`config.mk`:
```
export PLATFORM = sky130hd
export DESIGN_NAME = tile_row_fetcher
export DESIGN_NICKNAME = d
export VERILOG_FILES = /design/src/rtl/tile_row_fetcher.sv
export SDC_FILE = /design/constraint.sdc
export NUM_CORES = 1
export LEC_CHECK = 0
export ABC_AREA = 1
export BUFFER_PORTS_ARGS = -buffer_cell sky130_fd_sc_hd__buf_2
export CORE_ASPECT_RATIO = 0.75
export CORE_MARGIN = 2
export CORE_UTILIZATION = 45
export DETAILED_ROUTE_END_ITERATION = 7
export SYNTH_ARGS = -nofsm -noshare
export SYNTH_HDL_FRONTEND = slang
export SYNTH_SLANG_ARGS = --single-unit
```
`constraint.sdc`:
```
create_clock -name vga_clock -period 5.5 [get_ports vga_clock]
set_clock_uncertainty 0.15 [all_clocks]
set_input_delay 0.275 -clock vga_clock [delete_from_list [all_inputs] [get_ports vga_clock]]
set_output_delay 0.275 -clock vga_clock [all_outputs]
set_load 0.01 [all_outputs]
```
`src/rtl/tile_row_fetcher.sv`:
```
// Fetches one tile-map row per video line into a back buffer, then swaps it to the front
// buffer that drives the per-pixel tile code and in-tile offsets.
module tile_row_fetcher #(
   parameter logic [2:0]  BDR           = 3'd0,
   parameter int unsigned BLOCK_WIDTH   = 40,
   parameter int unsigned SCREEN_WIDTH  = 640,
   parameter int unsigned SCREEN_HEIGHT = 480,
   parameter int unsigned MAP_ROWS      = 12,
   parameter int unsigned MAP_COLS      = 17
) (
   input  logic       vga_clock,
   input  logic       reset,
   input  logic       line_start,
   input  logic [9:0] line_y,
   output logic       rd_req,
   output logic [3:0] rd_row,
   output logic [4:0] rd_col,
   input  logic [2:0] rd_data,
   input  logic [9:0] pix_x,
   output logic [2:0] pix_tile,
   output logic [5:0] pix_off_x,
   output logic [5:0] pix_off_y,
   output logic       busy,
   output logic       done
);

   typedef enum logic [1:0] {IDLE, FETCH, DRAIN} state_t;

   localparam int unsigned QMAX = 1023 / BLOCK_WIDTH;

   // Quotient by BLOCK_WIDTH as a chain of constant comparisons.
   function automatic logic [5:0] div_bw(input logic [9:0] v);
      logic [5:0] q;
      q = '0;
      for (int unsigned k = 1; k <= QMAX; k++) begin
         if (32'(v) >= k * BLOCK_WIDTH) q = 6'(k);
      end
      return q;
   endfunction

   function automatic logic [5:0] mod_bw(input logic [9:0] v);
      int unsigned rem;
      rem = 32'(v) - 32'(div_bw(v)) * BLOCK_WIDTH;
      return 6'(rem);
   endfunction

   state_t     state, state_n;
   logic [4:0] cnt, cnt_n;
   logic [5:0] y_q, y_n;
   logic       rd_req_n, done_n, busy_n;
   logic [3:0] rd_row_n;
   logic [4:0] rd_col_n;
   logic       start_ok_c, swap_c;

   logic       wr_en_q;
   logic [4:0] wr_idx_q;
   logic       front_sel;
   logic [2:0] buf0 [MAP_COLS];
   logic [2:0] buf1 [MAP_COLS];

   assign start_ok_c = line_start && (32'(line_y) < SCREEN_HEIGHT);

   // State and registered fetch outputs.
   always_ff @(posedge vga_clock or negedge reset) begin
      if (!reset) begin
         state  <= IDLE;
         cnt    <= '0;
         y_q    <= '0;
         rd_req <= 1'b0;
         rd_row <= '0;
         rd_col <= '0;
         busy   <= 1'b0;
         done   <= 1'b0;
      end else begin
         state  <= state_n;
         cnt    <= cnt_n;
         y_q    <= y_n;
         rd_req <= rd_req_n;
         rd_row <= rd_row_n;
         rd_col <= rd_col_n;
         busy   <= busy_n;
         done   <= done_n;
      end
   end

   // A valid line_start always (re)starts the fetch, aborting any fetch in flight.
   always_comb begin
      state_n  = state;
      cnt_n    = cnt;
      y_n      = y_q;
      rd_req_n = 1'b0;
      rd_row_n = rd_row;
      rd_col_n = rd_col;
      done_n   = 1'b0;
      swap_c   = 1'b0;
      if (start_ok_c) begin
         state_n  = FETCH;
         cnt_n    = '0;
         y_n      = mod_bw(line_y);
         rd_req_n = 1'b1;
         rd_row_n = 4'(MAP_ROWS - 1 - 32'(div_bw(line_y)));
         rd_col_n = 5'(MAP_COLS - 1);
      end else begin
         case (state)
            FETCH: begin
               if (cnt == 5'(MAP_COLS - 1)) begin
                  state_n = DRAIN;
                  cnt_n   = '0;
               end else begin
                  cnt_n    = 5'(cnt + 5'd1);
                  rd_req_n = 1'b1;
                  rd_col_n = 5'(rd_col - 5'd1);
               end
            end
            DRAIN: begin
               if (cnt == 5'd0) begin
                  cnt_n = 5'd1;
               end else begin
                  swap_c  = 1'b1;
                  done_n  = 1'b1;
                  state_n = IDLE;
               end
            end
            default: ;
         endcase
      end
      busy_n = (state_n != IDLE);
   end

   // Read data lands one cycle after its request; back buffer is the one not selected as front.
   always_ff @(posedge vga_clock or negedge reset) begin
      if (!reset) begin
         wr_en_q   <= 1'b0;
         wr_idx_q  <= '0;
         front_sel <= 1'b0;
         for (int i = 0; i < int'(MAP_COLS); i++) begin
            buf0[i] <= BDR;
            buf1[i] <= BDR;
         end
      end else begin
         wr_en_q  <= rd_req;
         wr_idx_q <= cnt;
         if (wr_en_q) begin
            if (front_sel) buf0[wr_idx_q] <= rd_data;
            else           buf1[wr_idx_q] <= rd_data;
         end
         if (swap_c) front_sel <= ~front_sel;
      end
   end

   // Pixel side: in the swap cycle the incoming front buffer is already used.
   logic       pix_vis_c, pix_sel_c;
   logic [4:0] pix_idx_c;
   logic [2:0] tile_c;

   assign pix_vis_c = (32'(pix_x) < SCREEN_WIDTH);
   assign pix_idx_c = 5'(div_bw(pix_x));
   assign pix_sel_c = front_sel ^ swap_c;
   assign tile_c    = pix_sel_c ? buf1[pix_idx_c] : buf0[pix_idx_c];

   always_ff @(posedge vga_clock or negedge reset) begin
      if (!reset) begin
         pix_tile  <= '0;
         pix_off_x <= '0;
         pix_off_y <= '0;
      end else begin
         pix_tile  <= pix_vis_c ? tile_c : BDR;
         pix_off_x <= pix_vis_c ? mod_bw(pix_x) : 6'd0;
         if (swap_c) pix_off_y <= y_q;
      end
   end

endmodule

```
# Word level (Yosys, flattened, before mapping)
# Cells that the tools add are included.
# classes
n_eq_ne,5
shifts,0
n_div,0
n_lt_le_gt_ge,55
n_addsub,5
muxes,81
multipliers,2
n_reduce_logical,10
bitwise_logic,4
# ops
op,n
two-way mux 6 bit,50
"greater-or-equal comparator 10 bit, second input constant",26
"greater-or-equal comparator 10 x 9 -> 1 bit, second input constant",12
bitwise mux 51 bit,2
"greater-or-equal comparator 10 x 8 -> 1 bit, second input constant",6
"greater-or-equal comparator 10 x 7 -> 1 bit, second input constant",4
binary-select mux 3 bit (select 5 bit),2
two-way mux 5 bit,6
two-way mux 3 bit,7
"greater-or-equal comparator 10 x 6 -> 1 bit, second input constant",2
demux 3 bit (select 5 bit),1
"greater-or-equal comparator 6 bit, second input constant",2
"multiplier 6 x 3 -> 3 bit, second input constant",2
NOT 5 -> 6 bit,2
subtractor 6 bit,2
"< comparator 10 bit, second input constant",1
"< comparator 10 x 9 -> 1 bit, second input constant",1
case mux 5 bit (2 select lines),1
two-way mux 1 bit,8
AND reduction 2 bit,4
"< comparator 6 x 1 -> 1 bit, second input constant",1
two-way mux 2 bit,3
"adder 5 x 1 -> 5 bit, second input constant",1
"equality test 5 bit, second input constant",1
13 further kinds,15
# totals
reg_bits,149
word_cells,210
in_bits,26
out_inout_bits,27
rom_bits,0
latch_bits,0
mem_count,0
ramBits,0

# Longest topological paths before layout
# logic_depth
ltp_word,32
mapped_depth,38
mapped_depth_nobuf,36

# Worst setup path before layout
# OpenSTA, ideal clock, no wires.
# synth_timing
path_kind,input to register
start,in line_y[9]
end,reg y_q[5]
slack_ns,2.257
setup_time_ns,0.118
arrival_ns,2.975
path_stages,25
path_buffers,1
required_ns,5.232
path_cell_list,clkbuf_1 nor2_1 nand2_1 a31oi_1 a21oi_1 o21ai_1 o21ai_0 nand2_1 nand2_1 a22oi_1 o21ai_1 nand2_1 a21oi_1 o21ai_1 nand2_1 a21oi_1 o21ai_1 nand2_1 inv_1 ha_1 fa_1 xnor2_1 nand3_1 nand3_1 nand2_1
# synth_between
elab_chain_len,29
word_cells_on_any_way,55
cone_classes,1 x add/sub; 1 x mul; 26 x order compare; 26 x mux; 1 x reduce/logical
# synth_lines
element,line_no,rtl
from (decl),14,"input logic [9:0] line_y,"
greater-or-equal comparator 10 x 6 -> 1 bit,36,if (32'(v) >= k * BLOCK_WIDTH) q = 6'(k);
two-way mux 1 bit,36,
two-way mux 6 bit (2 in a row),-,
two-way mux 6 bit (2 in a row),36,
two-way mux 6 bit (5 in a row),-,
two-way mux 6 bit (2 in a row),36,
two-way mux 6 bit (2 in a row),-,
two-way mux 6 bit (3 in a row),36,
two-way mux 6 bit,-,
two-way mux 6 bit,36,
two-way mux 6 bit,-,
two-way mux 6 bit,36,
two-way mux 6 bit,-,
two-way mux 6 bit,36,
two-way mux 6 bit (3 in a row),-,
multiplier 6 x 3 -> 3 bit,43,rem = 32'(v) - 32'(div_bw(v)) * BLOCK_WIDTH;
subtractor 6 bit,43,
to (signal assigned),77,y_q <= y_n;
to (decl),49,"logic [5:0] y_q, y_n;"
# Several ways; a longest one is shown, not always the timed one. The select of a mux whose other input is x is not followed.
# A chain may end at the register's enable or synchronous reset.

# Worst setup path after layout
# layout_timing
start,in pix_x[8]
end,reg pix_off_x[5]
# layout_between
elab_chain_len,29
word_cells_on_any_way,54
cone_classes,1 x add/sub; 1 x mul; 26 x order compare; 26 x mux
# layout_lines
element,line_no,rtl
from (decl),19,"input logic [9:0] pix_x,"
greater-or-equal comparator 10 x 6 -> 1 bit,36,
two-way mux 1 bit,36,
two-way mux 6 bit (5 in a row),-,
two-way mux 6 bit,36,
two-way mux 6 bit (4 in a row),-,
two-way mux 6 bit,36,
two-way mux 6 bit (4 in a row),-,
two-way mux 6 bit,36,
two-way mux 6 bit (8 in a row),-,
multiplier 6 x 3 -> 3 bit,43,
subtractor 6 bit,43,
two-way mux 6 bit *,168,pix_off_x <= pix_vis_c ? mod_bw(pix_x) : 6'd0;
to (signal assigned),168,
to (decl),21,"output logic [5:0] pix_off_x,"
# Every way passes the cells marked *; elsewhere a longest branch is shown, timed or not.

==> flow_summary_export.csv <==
group,metric,value,unit
routing,vias,7221,
sta,setup_viol_count_final,0,
global_route,grt_pass1_wl,35300,µm
run,drv_cap,0,
sta,relSlewSlack,21.6,%
logic_synthesis,yosysUniqueCellTypes,41,
critical_path,reg2regPathDepth,11,
cells_and_area,syn_to_final_growth,13.8,%
routing,antenna_left,0,
logic_synthesis,syn_inst,1093,
place,dpl-instance-area,0.00850,mm²
critical_path,crit_chain,"buf_2 -> inv_2 -> nor2_1 -> nand3_1 -> inv_1 -> a21oi_1 -> a21boi_0 -> o21ai_0 -> nand2_1 -> nand3_1 -> nand2_1 -> nand2_1 -> nand2_1 -> buf_4 -> clkinv_1 -> fa_1 -> xnor2_1 -> xor2_1 -> inv_1 -> nor2_1",
logic_synthesis,synth_commonest_cells,"307 x nand2_1, 149 x dfrtp_1, 144 x inv_1, 135 x o21ai_0, 129 x nand3_1",
routing,routed_wl,21300,µm
sta,worst_slew_pin_slew,1.17,ns
logic_synthesis,synth_top_area_share,46.1,%
routing,wl_per_cell,15.3,µm
critical_path,cpPeakStageDelay,0.78,ns
power,p_switching,1730,µW
worst_hold_path,hp-class,"input port to flip-flop",
critical_path,crit_path_end_kind,"flip-flop",
worst_hold_path,hold_path_end,"pix_off_x[3]",
power,p_int,2770,µW
routing,dr.pass1.iters,7,
global_route,overflow,0,
critical_path,crit_family,"buffers and inverters",
worst_hold_path,hold_depth,4,
clocking,cts_sinks,149,
power,pwr-share-seq,40.1,%
clocking,cts_tree,"yes",
power,leakage,0.00493,µW
critical_path,critPathMostFrequentCell,"nand2_1",
floorplanning,die_w,159,µm
worst_hold_path,hp-start,"pix_x[3]",
floorplanning,die_h,120,µm
critical_path,slowest_stage,"clkinv_1",
cells_and_area,drive_above_1_share,9.11,%
power,pwr-share-clk,27.5,%
routing,drt_iter0_drc,610,
global_route,grt_usage,23.4,%
logic_synthesis,ys.flop_type,"dfrtp_1",
cells_and_area,insertedDiodeCount,0,
critical_path,required,5.71,ns
logic_synthesis,synth-seq-cells,149,
floorplanning,floorplan.initialDensity,45.9,%
status,status,"finished clean",
logic_synthesis,mappedNetlistArea,0.00809,mm²
sta,drv_slew,0,
sta,setup_tns,0,ns
logic_synthesis,yosys-top-cells-area,"dfrtp_1 46%, nand2_1 14%, o21ai_0 8.4%",
critical_path,r2r_end,"pix_tile[2]",
floorplanning,dieArea,0.0191,mm²
power,worst_ir_drop_vdd,0.000224,V
clocking,htreeDepth,4,
critical_path,crit_arrival,3.87,ns
power,pwr_density_cell,489,mW/mm²
sta,fmax,0.274,GHz
logic_synthesis,yosysSeqAreaShare,46.1,%
sta,fin_crit_sh,66.5,%
global_route,grt_start_max_net_pins,101,
routing,drc_errors,0,
critical_path,cp.buffers_inverters,6,
critical_path,critPathKind,"input port to flip-flop",
place,port_buffers,52,
sta,hold_violations,0,
cells_and_area,finalNetCount,1174,
critical_path,r2r_start,"cnt[0]",
logic_synthesis,synth_nets,1128,
cells_and_area,fin_area,0.00920,mm²
global_route,first_global_vias,6729,
routing,drt-vias-per-instance,5.18,
critical_path,ff2ff_setup_slack,2.92,ns
power,pwr-share-comb,32.4,%
power,swShare,38.4,%
sta,finalCriticalPeriod,3.66,ns
logic_synthesis,synth.most_common_cell,"nand2_1",
floorplanning,num_rows,42,
clocking,cts_buffers,17,
place,dp_hpwl,14400,µm
clocking,clk-insertion-delay-late,0.43,ns
place,place.gp.congestion,0.862,
logic_synthesis,postSynthAreaPerCell,7.40,µm²
clocking,clkTransAtPathRegs,0.06,ns
logic_synthesis,yosys_warnings,0,
sta,rsz0062_at_grt,"false",
logic_synthesis,yosysTopAreaCell,"dfrtp_1",
floorplanning,core,0.0176,mm²
clocking,cts_buffer_depth,2,
critical_path,cp_max_fo,26,
floorplanning,ioPinCount,53,
clocking,clockRootBuffer,"clkbuf_16",
logic_synthesis,synth_edf_count,0,
clocking,cts-resized-gates,0,
global_route,antenna_found_initial,0,
critical_path,critPathLaunchType,"input port",
logic_synthesis,synthArstFlopShare,100,%
-- what timing repair did --
action / in CTS / in global routing
hold endpoints to repair: 105 / 0
hold buffers: 7 / 0
endpoints found under the setup margin: 0 / 0
setup buffers: 0 / 0
-- power by group through the flow --
stage,Combinational [µW],Sequential (µW),Clock [µW]
after floorplan,1040,1780,0
after global placement,1430,1810,0
after detailed placement,1450,1810,0
after CTS,1460,1800,1260
after global routing,1690,1870,1300
final,1460,1810,1240
-- worst reg2reg max path, delay by kind of cell, from the launching register on --
family	cells	cell delay [ns]
AO/OA/AOI/OAI	1	0.09
XOR/XNOR	1	0.48
adder cells (fa/ha/maj)	1	0.16
buffers and inverters	3	0.57
flip-flops	1	0.43
AND/OR/NAND/NOR	5	0.56
-- area by class of cell --
type                            instances  area [µm²]
Clock buffer                           17         425
Fill cell                            1753        8400
Multi-Input combinational cell        753        3570
Timing Repair Buffer                   66         389
Clock inverter                         15         208
Tap cell                              242         303
Inverter                              152         578
Sequential cell                       149        3730
-- cell families (layout without fill, tap and decap cells) --
family / after synthesis / after routing / share of synthesized area [%]
adder cells (fa/ha/maj): 9 / 9 / 1.58
AND/OR/NAND/NOR: 549 / 549 / 29.6
flip-flops: 149 / 149 / 46.1
AO/OA/AOI/OAI: 190 / 190 / 12.4
XOR/XNOR: 5 / 5 / 0.542
buffers and inverters: 191 / 250 / 9.76
-- metal layers --
layer  part of all wire, %  track usage (%)  wire, µm
met1                    53             36.4     11300
met2                    41             33.5      8830
met3                   4.4             3.91       945
met4                   1.2             6.25       260
met5                     0                0         0
-- worst max-delay path by stage --
stage               startpoint      endpoint  slack, ns  depth (start not counted)
global placement      pix_x[8]  pix_off_x[5]       1.45                         35
finish                pix_x[8]  pix_off_x[5]       1.85                         20
global route          pix_x[8]  pix_off_x[5]       1.39                         35
detailed placement    pix_x[8]  pix_off_x[5]       1.44                         20
CTS                   pix_x[8]  pix_off_x[5]       1.88                         20
floorplan            line_y[9]        y_q[5]       2.26                         25
-- placed cells by master, fill, tap and decap left out, drive strengths merged --
cell type	n
nand3b	24
nor3	8
or2	1
clkbuf	17
o21ai	142
clkinvlp	1
a31o	1
dlygate4sd3	7
nand3	130
nand2	311
o22ai	2
inv	155
a32o	1
ha	7
a21boi	2
a31oi	3
clkinv	9
nor2	67
buf	59
o21a	2
a211oi	2
a22oi	1
a41o	1
nor3b	2
xnor2	2
bufinv	2
fa	2
o31ai	5
xor2	3
a21oi	28
dfrtp	149
nand4	6
-- sequential cells by signal, summed over array words and instances (netlist names) --
signal,flops
wr_en_q,1
buf0,51
front_sel,1
pix_off_x,6
pix_off_y,6
cnt,5
state,2
rd_req,1
y_q,6
rd_row,4
busy,1
pix_tile,3
rd_col,5
done,1
buf1,51
wr_idx_q,5
-- stage by stage --
stage	power (µW)	hold slack [ns]	setup slack (ns)	cells	utilization, %
finish	4500	0.139	1.85	1394	52.3
global route	4860	0.156	1.39	1394	52.3
CTS	4520	0.124	1.88	1394	52.3
detailed placement	3260	0.230	1.44	1355	48.3
global placement	3240	0.232	1.45	1355	48.3
floorplan	2830	-0.171	2.26	1093	-
No activity file was read; power rests on OpenSTA's default activity.
